**config.mk**
```make
export PLATFORM = sky130hd
export DESIGN_NAME = temp_sensor_if
export DESIGN_NICKNAME = d
export VERILOG_FILES = /design/src/rtl/temp_sensor_if.sv
export SDC_FILE = /design/constraint.sdc
export NUM_CORES = 1
export LEC_CHECK = 0
export BUFFER_PORTS_ARGS = -buffer_cell sky130_fd_sc_hd__buf_2
export CORE_MARGIN = 5
export CORE_UTILIZATION = 58
export CTS_CLUSTER_SIZE = 16
export DETAILED_ROUTE_END_ITERATION = 8
export HOLD_SLACK_MARGIN = 0.05
export PLACE_DENSITY_LB_ADDON = 0.25
export SLEW_MARGIN = 10
export SYNTH_ARGS = -nofsm -noshare
export SYNTH_HDL_FRONTEND = slang
export SYNTH_SLANG_ARGS = --single-unit
export TNS_END_PERCENT = 20
```
**constraint.sdc**
```tcl
create_clock -name clk -period 3.7 [get_ports clk]
set_input_delay 0.74 -clock clk [delete_from_list [all_inputs] [get_ports clk]]
set_output_delay 0.74 -clock clk [all_outputs]
set_load 0.05 [all_outputs]
```
**src/rtl/temp_sensor_if.sv**
```systemverilog
// Serial temperature sensor front end: periodic 16-bit frame read, conversion to clamped whole degrees C.
// Optional TEMP_AVG_EN: output is the floor average of the last four valid clamped samples.
`timescale 1ns/1ps
module temp_sensor_if #(
    parameter int CLK_DIV       = 4,
    parameter int SAMPLE_PERIOD = 1000,
    parameter int T_MIN         = -10,
    parameter int T_MAX         = 60
) (
    input  logic              clk,
    input  logic              rstN,
    input  logic              sdi,
    output logic              sclk,
    output logic              csN,
    output logic signed [7:0] T,
    output logic              T_valid,
    output logic              sensorErr,
    output logic              busy
);
    localparam int DW = (CLK_DIV > 1) ? $clog2(CLK_DIV) : 1;
    localparam int PW = (SAMPLE_PERIOD > 1) ? $clog2(SAMPLE_PERIOD) : 1;
    localparam logic [DW-1:0]       DIV_LAST = DW'(CLK_DIV - 1);
    localparam logic [PW-1:0]       PER_LAST = PW'(SAMPLE_PERIOD - 1);
    localparam logic signed [7:0]   TMIN8    = 8'(T_MIN);
    localparam logic signed [7:0]   TMAX8    = 8'(T_MAX);

    typedef enum logic [2:0] {IDLE, SETUP, SHIFT, HOLD, UPDATE} state_t;

    state_t              state, state_nx;
    logic [DW-1:0]       div_cnt, div_nx;
    logic                phase_hi, phase_nx;
    logic [3:0]          bit_cnt, bit_nx;
    logic [PW-1:0]       per_cnt;
    logic                pending, wrap, take, div_last;
    logic                shift_en, load_en;
    logic [15:0]         sreg;
    logic signed [7:0]   clamp_p0, t_out;

    // Frame upper 12 bits are 1/16 degC; floor to whole degrees then saturate to the working range.
    function automatic logic signed [7:0] sat_deg(input logic [11:0] d);
        logic signed [11:0] raw;
        logic signed [7:0]  deg;
        raw = d;
        deg = 8'(raw >>> 4);
        if (deg < TMIN8)
            sat_deg = TMIN8;
        else if (deg > TMAX8)
            sat_deg = TMAX8;
        else
            sat_deg = deg;
    endfunction

    assign wrap     = (per_cnt == PER_LAST);
    assign div_last = (div_cnt == DIV_LAST);
    assign sclk     = (state == SHIFT) && phase_hi;
    assign csN      = !((state == SETUP) || (state == SHIFT) || (state == HOLD));
    assign busy     = (state != IDLE);

    always_ff @(posedge clk or negedge rstN) begin
        if (!rstN) begin
            state    <= IDLE;
            div_cnt  <= '0;
            phase_hi <= 1'b0;
            bit_cnt  <= '0;
            pending  <= 1'b0;
            per_cnt  <= '0;
        end else begin
            state    <= state_nx;
            div_cnt  <= div_nx;
            phase_hi <= phase_nx;
            bit_cnt  <= bit_nx;
            pending  <= (pending | wrap) & ~take;
            per_cnt  <= wrap ? '0 : per_cnt + PW'(1);
        end
    end

    always_comb begin
        state_nx = state;
        div_nx   = div_cnt;
        phase_nx = phase_hi;
        bit_nx   = bit_cnt;
        take     = 1'b0;
        shift_en = 1'b0;
        load_en  = 1'b0;
        case (state)
            IDLE: begin
                if (pending || wrap) begin
                    take     = 1'b1;
                    state_nx = SETUP;
                    div_nx   = '0;
                end
            end
            SETUP: begin
                if (div_last) begin
                    state_nx = SHIFT;
                    div_nx   = '0;
                    phase_nx = 1'b0;
                    bit_nx   = '0;
                end else begin
                    div_nx = div_cnt + DW'(1);
                end
            end
            SHIFT: begin
                if (div_last) begin
                    div_nx = '0;
                    if (!phase_hi) begin
                        // sdi is captured on the edge that raises sclk
                        phase_nx = 1'b1;
                        shift_en = 1'b1;
                    end else begin
                        phase_nx = 1'b0;
                        if (bit_cnt == 4'd15)
                            state_nx = HOLD;
                        else
                            bit_nx = bit_cnt + 4'd1;
                    end
                end else begin
                    div_nx = div_cnt + DW'(1);
                end
            end
            HOLD: begin
                if (div_last) begin
                    state_nx = UPDATE;
                    load_en  = 1'b1;
                end else begin
                    div_nx = div_cnt + DW'(1);
                end
            end
            UPDATE:  state_nx = IDLE;
            default: state_nx = IDLE;
        endcase
    end

    always_ff @(posedge clk) begin
        if (shift_en)
            sreg <= {sreg[14:0], sdi};
    end

    assign clamp_p0 = sat_deg(sreg[15:4]);

`ifdef TEMP_AVG_EN
    // Three stored samples plus the incoming one form the four-sample window.
    logic signed [7:0] hist [3];
    logic              primed;
    logic signed [9:0] sum_p0;

    always_comb begin
        if (primed)
            sum_p0 = 10'(clamp_p0) + 10'(hist[0]) + 10'(hist[1]) + 10'(hist[2]);
        else
            sum_p0 = 10'(clamp_p0) <<< 2;
        t_out = 8'(sum_p0 >>> 2);
    end

    always_ff @(posedge clk or negedge rstN) begin
        if (!rstN)
            primed <= 1'b0;
        else if (load_en && (sreg != 16'hFFFF))
            primed <= 1'b1;
    end

    always_ff @(posedge clk) begin
        if (load_en && (sreg != 16'hFFFF)) begin
            if (primed) begin
                hist[2] <= hist[1];
                hist[1] <= hist[0];
                hist[0] <= clamp_p0;
            end else begin
                hist[2] <= clamp_p0;
                hist[1] <= clamp_p0;
                hist[0] <= clamp_p0;
            end
        end
    end
`else
    assign t_out = clamp_p0;
`endif

    // Update stage: result registers change on the edge that enters UPDATE.
    always_ff @(posedge clk or negedge rstN) begin
        if (!rstN) begin
            T         <= '0;
            T_valid   <= 1'b0;
            sensorErr <= 1'b0;
        end else if (load_en) begin
            if (sreg == 16'hFFFF) begin
                sensorErr <= 1'b1;
                T_valid   <= 1'b0;
            end else begin
                sensorErr <= 1'b0;
                T_valid   <= 1'b1;
                T         <= t_out;
            end
        end else begin
            T_valid <= 1'b0;
        end
    end
endmodule

```
; Yosys cells after proc, flatten, opt, wreduce, memory -nomap -nowiden
; Index checks and enable logic that the tools add are counted.
[word_totals]
reg_bits = 47
input_bits = 3
out_inout_bits = 13
wordCells = 81
[classes]
n_addsub = 3
magnitude_cmp = 2
eq_ne = 15
n_mux = 32
bitwise = 4
reduce_logical = 15
[op_table]
columns = cell, count
row1 = $mux 3, 6
row2 = $eq 16x16->1 const B, 1
row3 = $mux 4, 4
row4 = $mux 8, 2
row5 = $ne 2x2->1 const B, 7
row6 = $mux 1, 12
row7 = $pmux 3 s4, 1
row8 = $add 10x1->10 const B, 1
row9 = $eq 10x10->1 const B, 1
row10 = $mux 10, 1
row11 = $gt 8x7->1 const B, 1
row12 = $lt 8x5->1 const B, 1
row13 = $pmux 4 s2, 1
row14 = $eq 3x2->1 const B, 2
row15 = $mux 2, 3
row16 = $pmux 2 s3, 1
row17 = $reduce_and 3->1, 2
row18 = $reduce_and 6->1, 1
row19 = $reduce_bool 3->1, 2
row20 = $reduce_and 5->1, 1
row21 = $add 4x1->4 const B, 1
row22 = $eq 4x4->1 const B, 1
row23 = $eq 3x1->1 const B, 1
row24 = $logic_not 3->1, 1
row25 = 13 further kinds, 16

; Depth between registers and ports, before layout
; Gate-level depths: netlist of run 1.
[depth]
depth_word = 6
mapped_depth = 6
mapped_depth_nobuf = 6

; Worst setup path after synthesis of run 1
; OpenSTA, ideal clock, no wires.
[synth_timing]
path_kind = register -> register
start = reg state[0]
end = reg sreg[0], enable pin
setup_time_ns = 0.412
arrival_time_ns = 2.141
t_required_ns = 3.288
path_slack_ns = 1.147
path_stages_with_launch = 4
path_buffers = 1
synth_period_minus_slack_ns = 2.553
cell_sequence = dfrtp_1 -> buf_6 -> or3b_1 -> nor3_1
[synth_between]
elab_chain_len = 2
[synth_lines]
columns = element, line_no
row1 = "start, declared", 29  ; state_t state, state_nx;
row2 = "start signal, assigned", 68  ; state <= state_nx;
row3 = $eq 3x2->1, 85  ; case (state)
row4 = $mux 1, 85
row5 = net shift_en, 35  ; logic shift_en, load_en;
row6 = "end signal, assigned", 136  ; sreg <= {sreg[14:0], sdi};
row7 = "end, declared", 36  ; logic [15:0] sreg;
; The timed path passes the listed nets, and every way through them passes these cells.
; A chain may end at the register's enable or synchronous reset.

; Worst setup path in the final report of run 1
[layout_timing]
start = reg state[1]
end = out sclk
[layout_between]
elab_chain_len = 2
[layout_lines]
columns = element, line_no
row1 = $eq 3x2->1, 55  ; assign sclk = (state == SHIFT) && phase_hi;
row2 = $logic_and 1x1->1, 55
row3 = "end, declared", 13  ; output logic sclk,
; No other way between the ends.

==> run_results.csv, run 1 <==
group,metric,value,unit
global_routing,via_count_of_the_first_global_routing_pass,1319,
clocking,worst_skew_pair_later_pin_latency,0.36,ns
clocking,max-clock-path-buffers,2,
global_routing,global_route_overflow,0,
power_and_ir_drop,seq_power_share,69.5,%
flow_run,drv.max_cap_violation_count,0,
worst_setup_path,worst_r2r_endpoint,"div_cnt[1]$_DFFE_PN0P_",
worst_setup_path,cp_arrival,1.69,ns
global_routing,antenna_found_initial,0,
final_layout,nFillCells,254,
clocking,cts_hold_buffers,0,
sta,fin_hold_ws,0.3993,ns
drt,drt_first_iter_violations,93,
worst_setup_path,crit_fanout,8,
global_routing,met1_usage,19.87,%
sta,fin_skew,0.01528,ns
clocking,ctsRootBufferMaster,"sky130_fd_sc_hd__clkbuf_4",
global_routing,grt_first_pass_wirelength,6023,microns
global_routing,grt.total_usage,15.46,%
power_and_ir_drop,irDropWorstVdd,280.6,uV
power_and_ir_drop,power.combinational.fraction,0.9,%
clocking,htreeDepth,2,
place,io_buffer_count,15,
power_and_ir_drop,switching_share,20.80,%
clocking,clock_sinks,47,
synthesis,synth_seq_area_share,59.83,%
sta,setup_viol,0,
outcome,outcome,"finished clean",
die,placementRows,21,
min_path,timing.hold.worst.class,"in -> async",
drt,total_routed_wirelength,3485,microns
die,floorplan.initialDensity,61.47,%
final_layout,final-seq-area,0.001256,sq mm
power_and_ir_drop,cell_internal_pwr,0.6096,mW
worst_setup_path,cp_max_delay_cell,"sky130_fd_sc_hd__dfrtp_1",
clocking,tritoncts.num_buffers,5,
synthesis,post_synthesis_net_count,176,
die,floorplan.die.width,70.17,microns
drt,vias_per_inst,5.759,
final_layout,most-common-layout-cells,"sky130_fd_sc_hd__dfrtp_1 (31), sky130_fd_sc_hd__nor2_1 (20), sky130_fd_sc_hd__edfxtp_1 (16)",
worst_setup_path,worst_path_largest_cell_delay,0.54,ns
final_layout,design.final.nets,196,
synthesis,synth_ff_type,"sky130_fd_sc_hd__dfrtp_1",
final_layout,layout-area-overhead-vs-synth,8.224,%
drt,detailedRoute.firstPassIterationCount,4,
sta,final.setup.tns,0,ns
sta,period_share,65.72,%
global_routing,gr-usage-met2,24.45,%
place,final_weighted_congestion_in_routability_driven_placement,0.8779,
drt,final_antenna_net_count,0,
die,die_height,70.17,microns
power_and_ir_drop,power_leakage,1.023,nW
worst_setup_path,worstPathCellList,"inv_1 -> nor3_1 -> and2_1 -> buf_2",
die,floorplan.io_pins,16,
synthesis,syn_area,0.002100,sq mm
drt,wl_per_cell,14.70,microns
synthesis,synth.avg_cell_area,12.35,sq um
global_routing,met3_track_usage_gr,4.448,%
worst_setup_path,timing.setup.critical_path_class,"reg -> out",
die,dieArea,0.004923,sq mm
clocking,clk_pin_slew,0.13,ns
synthesis,synth.lib_cells_used.distinct,46,
worst_setup_path,r2r_cells,5,
power_and_ir_drop,power_switching,0.1601,mW
worst_setup_path,r2r_start,"per_cnt[0]$_DFF_PN0_",
clocking,clock_tree_from_tritoncts,"yes",
synthesis,number_of_flops_mapped_to_enable_cells_by_yosys,16,
final_layout,multi_input_logic_area,784.5,sq um
power_and_ir_drop,power.total,0.7697,mW
final_layout,layout_commonest_cell,"sky130_fd_sc_hd__dfrtp_1",
place,place.detailed.hpwl,2493,microns
sta,max_clock_freq,411.2,MHz
synthesis,async_flop_share,65.96,%
synthesis,yosys_register_bits,47,
final_layout,drive_gt1_share,18.32,%
worst_setup_path,worstSetupStartpointType,"register",
sta,worst-slew-pin-transition,0.6776,ns
worst_setup_path,r2r_setup_slack,1.85,ns
final_layout,num_antenna_cells,0,
worst_setup_path,end_kind,"primary output",
sta,slew_headroom,54.83,%
global_routing,globalRoute.busiestLayer,"met2",
drt,vias,1365,
clocking,post_cts_resized,0,
power_and_ir_drop,p_clk_share,29.6,%
clocking,cts_post_setup_buffers_inserted,0,
sta,timing_hold_violations_final,0,
power_and_ir_drop,power-per-cell-area,338.7,mW/mm^2
synthesis,yosysWarningCount,0,
sta,grt_setup_unrepaired,"false",
die,core_region_area,0.003416,sq mm
worst_setup_path,critical_path_required,2.96,ns
synthesis,synth_cells,170,
sta,number_of_max_slew_violations_in_the_final_report,0,
sta,finalWorstPathRequiredPeriod,2.432,ns
global_routing,maximum_number_of_pins_on_one_net_before_global_route_repair,32,
drt,route.detailed.drc,0,
[power groups by stage]
stage                     combinational, mW  sequential (mW)  clock, mW
after detailed placement            0.00778            0.546          0
after global routing                0.00888            0.535      0.259
after floorplan                 0.000000361            0.546          0
after CTS                           0.00776            0.535      0.238
after global placement              0.00733            0.546          0
final                               0.00705            0.535      0.228
[logic make-up after synthesis]
group,after synthesis,synth area share (%)
DFF,47,59.83
buffers and inverters,13,3.039
and+or+nand+nor,62,16.99
xor gates and xnor gates,8,3.337
AOI/OAI and AO/OA,30,11.26
adders and majority gates,4,2.265
muxes,6,3.277
[cells in the mapped netlist, drive strengths merged (2+ instances only)]
cell type	number	area (sq um)
a21oi	6	45.05
and2b	2	16.27
buf	2	22.52
dfrtp	31	775.7
edfxtp	16	480.5
ha	3	37.54
inv	10	37.54
mux2	4	48.79
mux2i	2	20.02
nand2	8	30.03
nand3	8	52.55
nand4	8	50.05
nor2	20	75.07
nor3	5	36.29
o21a	5	37.54
o21ai	7	35.03
o31ai	2	15.01
or3	3	23.77
or4	2	15.01
xnor2	5	43.79
xor2	3	26.28
[layout make-up]
cell class                 count  share of cell area, %
clock buffer                   6                  1.817
clock inverter                 2                 0.5507
inverter                      10                  1.652
multi-input combinational    110                  34.53
sequential                    47                  55.29
tap                           46                  2.533
timing repair buffer          16                  3.634
[per-stage QoR]
step                      setup slack [ns]  utilization, %  instance area (sq um)  instances
after CTS                            1.240           66.52                   2272        237
after global placement               1.728           64.95                   2218        229
after floorplan                      1.147               -                   2100        170
after detailed placement             1.667           64.95                   2218        229
final                                1.268           66.52                   2272        237
after global routing                 1.089           66.52                   2272        237
[worst max-delay path, delay by kind of cell, from the launching register on]
kind / cells / cell delay, ns
simple gates: 2 / 0.39
flops: 1 / 0.54
buf+inv: 2 / 0.40
[per-layer routing]
metal / routed length [microns] / share of wire (%)
met1: 1631 / 47
met2: 1666 / 48
met3: 152 / 4.4
met4: 35 / 1.0
met5: 0 / 0
[sequential cells by signal, indices dropped and copies added (netlist names), 2 cells and up]
register	cells
sreg	16
per_cnt	10
T	8
bit_cnt	4
state	3
div_cnt	2
[how the worst max path moves through the flow]
stage | start | endpoint | slack [ns] | cells after the start
after CTS | state[1]$_DFFE_PN0P_ | sclk | 1.24 | 4
after floorplan | state[0]$_DFFE_PN0P_ | sreg[0]$_DFFE_PP_ | 1.15 | 3
after detailed placement | state[1]$_DFFE_PN0P_ | sclk | 1.67 | 4
after global placement | state[1]$_DFFE_PN0P_ | sclk | 1.73 | 4
final | state[1]$_DFFE_PN0P_ | sclk | 1.27 | 4
after global routing | state[1]$_DFFE_PN0P_ | sclk | 1.09 | 4
Note: power is estimated with default switching activity, not from simulation.
==> run 2: changes to the inputs <==
Settings changed: ABC_AREA set to 1, CORE_UTILIZATION 58 to 59.
Clock period 3.7 ns to 2.3 ns, I/O delays scaled along.
==> run 2 against run 1 <==
Against the previous run: die area grew 2.9%; clock-buffer cell count shrank 1; design area grew 7.3%; global-route usage grew 0.52 points; first-iteration DRC count grew 9.7%; clock skew grew 0.0013 ns; setup slack lost 0.87 ns; sequential share of layout area shrank 3.7 points; largest cell class unchanged.
==> run_results.csv, run 2 <==
group,metric,value,unit
final_layout,num_antenna_cells,0,
sta,number_of_max_slew_violations_in_the_final_report,0,
worst_setup_path,end_kind,"primary output",
sta,period_share,82.47,%
sta,worst-slew-pin-transition,0.6801,ns
power_and_ir_drop,p_clk_share,36.0,%
sta,max_clock_freq,527.2,MHz
power_and_ir_drop,power.combinational.fraction,0.8,%
final_layout,register_with_the_most_flip_flops,"sreg",
clocking,clk_pin_slew,0.10,ns
place,dp.cells,302,
power_and_ir_drop,cell_internal_pwr,1.073,mW
flow_run,drv.max_cap_violation_count,0,
synthesis,yosysWarningCount,0,
synthesis,post_synthesis_net_count,245,
sta,finalWorstPathRequiredPeriod,1.897,ns
synthesis,yosys_register_bits,47,
power_and_ir_drop,power-per-cell-area,558.8,mW/mm^2
final_layout,instances_no_fill,310,
place,final_weighted_congestion_in_routability_driven_placement,0.8218,
global_routing,global_route_overflow,0,
sta,setup_viol,0,
sta,final.setup.tns,0,ns
sta,timing_hold_violations_final,0,
global_routing,grt.total_usage,15.99,%
final_layout,most-common-layout-cells,"sky130_fd_sc_hd__nand2_1 (69), sky130_fd_sc_hd__dfrtp_1 (31), sky130_fd_sc_hd__nor2_1 (28)",
place,place.detailed.hpwl,2615,microns
final_layout,nFillCells,298,
die,dieArea,0.005067,sq mm
final_layout,layout-area-overhead-vs-synth,10.37,%
final_layout,layout_commonest_cell,"sky130_fd_sc_hd__nand2_1",
synthesis,synth_largest_type_area_fraction,35.13,%
clocking,cts_hold_buffers,0,
synthesis,synthXorXnorAreaFrac,1.586,%
final_layout,top_regs,"sreg (16), per_cnt (10), T (8)",
global_routing,maximum_number_of_pins_on_one_net_before_global_route_repair,32,
sta,fin_skew,0.01654,ns
place,pre_cts_slack,0.7158,ns
clocking,max-clock-path-buffers,2,
power_and_ir_drop,power_switching,0.2892,mW
drt,vias_per_inst,4.935,
synthesis,number_of_flops_mapped_to_enable_cells_by_yosys,16,
clocking,tritoncts.num_buffers,5,
synthesis,synth.mux.area_fraction,0,%
synthesis,synth.top_cells.by_count,"sky130_fd_sc_hd__nand2_1 (69), sky130_fd_sc_hd__dfrtp_1 (31), sky130_fd_sc_hd__nor2_1 (28), sky130_fd_sc_hd__inv_1 (27), sky130_fd_sc_hd__edfxtp_1 (16)",
outcome,outcome,"finished clean",
die,floorplan.initialDensity,60.78,%
final_layout,largest_register_ff_count,16,
global_routing,grt_first_pass_wirelength,6361,microns
sta,slew_headroom,54.66,%
synthesis,synth.avg_cell_area,9.240,sq um
worst_setup_path,cp_arrival,1.44,ns
sta,grt_setup_unrepaired,"false",
power_and_ir_drop,power_leakage,1.201,nW
die,placementRows,22,
clocking,cts_post_setup_buffers_inserted,0,
die,die_height,71.18,microns
synthesis,synth-adder-area-share,1.700,%
synthesis,synthTopCellsByArea,"sky130_fd_sc_hd__dfrtp_1 (35%), sky130_fd_sc_hd__edfxtp_1 (22%), sky130_fd_sc_hd__nand2_1 (12%), sky130_fd_sc_hd__nor2_1 (4.8%), sky130_fd_sc_hd__inv_1 (4.6%)",
clocking,clock_tree_from_tritoncts,"yes",
clocking,htreeDepth,2,
worst_setup_path,worstSetupStartpointType,"register",
min_path,timing.hold.worst.class,"in -> async",
final_layout,drive_gt1_share,19.08,%
synthesis,syn_area,0.002208,sq mm
drt,route.detailed.drc,0,
synthesis,combinational_family_with_the_most_area_after_synthesis,"simple AND/OR/NAND/NOR gates",
die,core_region_area,0.003633,sq mm
synthesis,synth_ff_type,"sky130_fd_sc_hd__dfrtp_1",
die,floorplan.io_pins,16,
power_and_ir_drop,switching_share,21.24,%
final_layout,final_area,0.002437,sq mm
drt,total_routed_wirelength,3557,microns
synthesis,post-synth-top-count-cell,"sky130_fd_sc_hd__nand2_1",
drt,vias,1530,
synthesis,async_flop_share,65.96,%
worst_setup_path,timing.setup.critical_path_class,"reg -> out",
synthesis,synth_cells,239,
drt,drt_first_iter_violations,102,
worst_setup_path,r2r_cells,4,
synthesis,synth_seq_area_share,56.88,%
clocking,post_cts_resized,0,
worst_setup_path,critical_path_required,1.84,ns
die,floorplan.die.width,71.18,microns
drt,detailedRoute.firstPassIterationCount,4,
global_routing,antenna_found_initial,0,
place,io_buffer_count,15,
power_and_ir_drop,irDropWorstVdd,443.5,uV
sta,postLayoutSetupSlackWorst,0.4032,ns
place,placed_area,0.002349,sq mm
synthesis,synth-simple-area-share,27.54,%
clocking,clock_sinks,47,
synthesis,synth.lib_cells_used.distinct,27,
clocking,ctsRootBufferMaster,"sky130_fd_sc_hd__clkbuf_8",
power_and_ir_drop,seq_power_share,63.1,%
clocking,worst_skew_pair_later_pin_latency,0.31,ns
global_routing,via_count_of_the_first_global_routing_pass,1487,
final_layout,design.final.nets,267,
synthesis,synth_top_cell_by_area,"sky130_fd_sc_hd__dfrtp_1",
synthesis,synth_compound_gate_area_share,6.799,%
worst_setup_path,crit_fanout,8,
drt,wl_per_cell,11.47,microns
drt,final_antenna_net_count,0,
==> run 2: changes by cell type after synthesis, moves of 6 or more <==
cell | previous run | this run
sky130_fd_sc_hd__a21oi_1 | 4 | 10
sky130_fd_sc_hd__nand4_1 | 8 | 0
sky130_fd_sc_hd__nand2_1 | 8 | 69
sky130_fd_sc_hd__nand3_1 | 7 | 13
sky130_fd_sc_hd__nor2_1 | 20 | 28
sky130_fd_sc_hd__inv_1 | 10 | 27
==> run 2: power by group through the flow <==
stage | combinational (mW) | clock (mW) | sequential (mW)
finish | 0.0114 | 0.491 | 0.860
CTS | 0.0124 | 0.510 | 0.860
floorplan | 0.000000520 | 0 | 0.878
global route | 0.0145 | 0.547 | 0.860
detailed placement | 0.0125 | 0 | 0.878
global placement | 0.0123 | 0 | 0.878
==> run 2: worst max-delay path: stages, from the launching register on <==
cell and delay, ns:
sky130_fd_sc_hd__dfrtp_1 0.45, sky130_fd_sc_hd__nor2_4 0.16, sky130_fd_sc_hd__nand2_2 0.15, sky130_fd_sc_hd__nor2_1 0.12, sky130_fd_sc_hd__buf_2 0.27
==> run 2: through the flow <==
stage	power (mW)	util, %	hold slack, ns
after detailed placement	0.8901	64.63	0.4357
after global placement	0.8899	64.63	0.4299
after floorplan	0.8778	-	0.1644
after CTS	1.383	67.08	0.2032
final	1.362	67.08	0.1804
after global routing	1.422	67.08	0.2450
==> run 2: final cells by class <==
type	instances	area [sq um]	area share [%]
Clock buffer	5	68.82	2.823
Timing Repair Buffer	16	82.58	3.388
Multi-Input combinational cell	162	835.8	34.29
Clock inverter	3	20.02	0.8214
Sequential cell	47	1256	51.54
Tap cell	48	60.06	2.464
Inverter	29	113.9	4.671
==> run 2: kinds of logic (layout without fill, tap and decap cells) <==
logic type	after synthesis	count (layout)
buf+inv	30	53
flops	47	47
compound gates	23	23
xor+xnor	4	4
simple gates	132	132
fa+ha+maj	3	3
==> run 2: metal layers <==
metal | vias up | GRT usage, % | wire length (microns)
met5 | - | 0 | 0
met4 | 0 | 6.263 | 69
met3 | 5 | 5.256 | 165
met2 | 29 | 26.43 | 1688
met1 | 699 | 19.29 | 1633
li1 | 797 | - | -
==> run 2: final timing paths <==
path	start	end	slack (ns)
max reg2reg	div_cnt[0]$_DFFE_PN0P_	sreg[4]$_DFFE_PP_	0.70
min	rstN	T[3]$_DFFE_PN0P_	0.18
max in group asynchronous	rstN	per_cnt[1]$_DFF_PN0_	1.67
min in group clk	sdi	sreg[0]$_DFFE_PP_	0.34
min reg2reg	sreg[6]$_DFFE_PP_	sreg[7]$_DFFE_PP_	0.45
max	state[0]$_DFFE_PN0P_	sclk	0.40
==> run 3: changes to the inputs <==
Settings changed: ABC_AREA 1 to 0, CORE_UTILIZATION 59 to 58.
Clock period 2.3 ns to 1.95 ns, I/O delays scaled along.
==> run 3 against run 2 <==
Against the previous run: non-clock buffer count increased by 4; hold slack got worse by 0.14 ns; critical path depth decreased by 2; sequential share of layout area increased by 2.5 points.
==> run_results.csv, run 3 (synthesis gave the netlist of run 1 again) <==
group,metric,value,unit
final_layout,register_with_the_most_flip_flops,"sreg",
worst_setup_path,worstSetupStartpointType,"register",
flow_run,drv.max_cap_violation_count,0,
worst_setup_path,cp-endpoint,"busy",
global_routing,grt.total_usage,15.98,%
clocking,clock_tree_from_tritoncts,"yes",
die,floorplan.initialDensity,61.47,%
place,dp.cells,232,
sta,postLayoutSetupSlackWorst,0.04688,ns
die,die_height,70.17,microns
clocking,clk_pin_slew,0.13,ns
clocking,max-clock-path-buffers,2,
worst_setup_path,r2r_cells,5,
drt,detailedRoute.firstPassIterationCount,4,
sta,number_of_max_slew_violations_in_the_final_report,0,
worst_setup_path,r2r_setup_slack,0.15,ns
die,dieArea,0.004923,sq mm
die,core_region_area,0.003416,sq mm
place,pre_cts_slack,0.1689,ns
outcome,outcome,"finished clean",
sta,period_share,97.60,%
final_layout,layout-area-overhead-vs-synth,10.97,%
min_path,timing.hold.worst.class,"in -> async",
worst_setup_path,cp_max_delay_cell,"sky130_fd_sc_hd__dfrtp_2",
clocking,clock_sinks,47,
worst_setup_path,crit_path_start,"state[0]$_DFFE_PN0P_",
final_layout,top_regs,"sreg (16), per_cnt (10), T (8)",
final_layout,final_core_util,68.21,%
sta,finalWorstPathRequiredPeriod,1.903,ns
drt,drt_first_iter_violations,133,
clocking,ctsRootBufferMaster,"sky130_fd_sc_hd__clkbuf_4",
power_and_ir_drop,power.total,1.470,mW
final_layout,design.final.nets,200,
sta,worst-slew-pin-transition,0.6676,ns
sta,timing_hold_violations_final,0,
sta,setup_viol,0,
place,final_weighted_congestion_in_routability_driven_placement,0.8486,
die,floorplan.die.width,70.17,microns
global_routing,via_count_of_the_first_global_routing_pass,1372,
die,floorplan.io_pins,16,
final_layout,layout_commonest_cell,"sky130_fd_sc_hd__dfrtp_1",
place,place.detailed.hpwl,2628,microns
clocking,worst_skew_pair_later_pin_latency,0.36,ns
power_and_ir_drop,power_leakage,1.047,nW
worst_setup_path,critical_path_required,1.56,ns
sta,grt_setup_unrepaired,"true",
worst_setup_path,timing.setup.critical_path_class,"reg -> out",
global_routing,antenna_found_initial,0,
drt,route.detailed.drc,0,
power_and_ir_drop,power-per-cell-area,631.2,mW/mm^2
final_layout,nFillCells,254,
final_layout,most-common-layout-cells,"sky130_fd_sc_hd__dfrtp_1 (29), sky130_fd_sc_hd__nor2_1 (20), sky130_fd_sc_hd__edfxtp_1 (16)",
worst_setup_path,worstPathCellList,"or3_4 -> buf_2",
final_layout,num_antenna_cells,0,
drt,total_routed_wirelength,3600,microns
die,placementRows,21,
worst_setup_path,crit_fanout,8,
worst_setup_path,worst_path_largest_cell_delay,0.49,ns
global_routing,global_route_overflow,0,
final_layout,drive_gt1_share,21.54,%
drt,final_antenna_net_count,0,
drt,vias_per_inst,5.751,
clocking,tritoncts.num_buffers,5,
power_and_ir_drop,irDropWorstVdd,469.2,uV
worst_setup_path,worst_r2r_endpoint,"T[1]$_DFFE_PN0P_",
final_layout,instances_no_fill,241,
global_routing,maximum_number_of_pins_on_one_net_before_global_route_repair,32,
sta,slew_headroom,55.49,%
sta,final.setup.tns,0,ns
worst_setup_path,r2r_start,"div_cnt[1]$_DFFE_PN0P_",
sta,max_clock_freq,525.5,MHz
drt,wl_per_cell,14.94,microns
global_routing,grt_first_pass_wirelength,6237,microns
drt,vias,1386,
sta,fin_skew,0.01667,ns
clocking,htreeDepth,2,
worst_setup_path,cp_arrival,1.51,ns
final_layout,largest_register_ff_count,16,
place,io_buffer_count,15,
worst_setup_path,end_kind,"primary output",
-- run 3: how the worst min path moves through the flow --
stage	startpoint	slack, ns	end	cells past startpoint
2_1_floorplan	rstN	0.09	T[0]$_DFFE_PN0P_	0
3_3_place_gp	sreg[6]$_DFFE_PP_	0.44	sreg[7]$_DFFE_PP_	0
3_5_place_dp	sreg[3]$_DFFE_PP_	0.44	sreg[4]$_DFFE_PP_	0
4_1_cts	rstN	0.05	bit_cnt[2]$_DFFE_PN0P_	1
5_1_grt	rstN	0.09	T[7]$_DFFE_PN0P_	1
6_report	rstN	0.04	bit_cnt[2]$_DFFE_PN0P_	1
-- run 3: routing by layer --
layer,share of wire (%),vias to the layer above,track usage (%)
li1,-,670,-
met1,43,672,19.47
met2,50,35,26.02
met3,5.0,9,5.165
met4,2.2,0,6.809
met5,0,-,0
-- run 3: worst max-delay path, delay by kind of cell (launching register included) --
kind / cells / cell delay [ns]
simple gates: 1 / 0.43
buf+inv: 1 / 0.23
flops: 1 / 0.49
-- run 3: power by group --
| part | internal [mW] | leakage [nW] | switching, mW |
|---|---|---|---|
| clock | 0.142 | 0.0322 | 0.300 |
| combinational | 0.00140 | 0.456 | 0.0118 |
| sequential | 1.02 | 0.559 | 0 |
| total | 1.16 | 1.05 | 0.312 |
-- run 3: stage by stage --
stage,cell area [sq um],hold slack [ns]
after detailed placement,2260,0.4373
after global routing,2330,0.08600
after CTS,2327,0.05472
after floorplan,2111,0.09441
final,2330,0.04160
after global placement,2260,0.4359
-- run 3: cell type report --
type	count	area, sq um	area share (%)
well taps	46	57.56	2.470
clock inverters	2	13.76	0.5908
multi-input cells	110	790.8	33.94
flip-flops and latches	47	1259	54.03
repair buffers	20	130.1	5.585
inverters	10	37.54	1.611
clock buffers	6	41.29	1.772
-- run 3: timing repair --
| action | CTS | global route |
|---|---|---|
| buffers inserted | 1 | 0 |
| setup endpoints to repair | 2 | 2 |
| hold buffers | 0 | 0 |
| resized for setup | 3 | 2 |
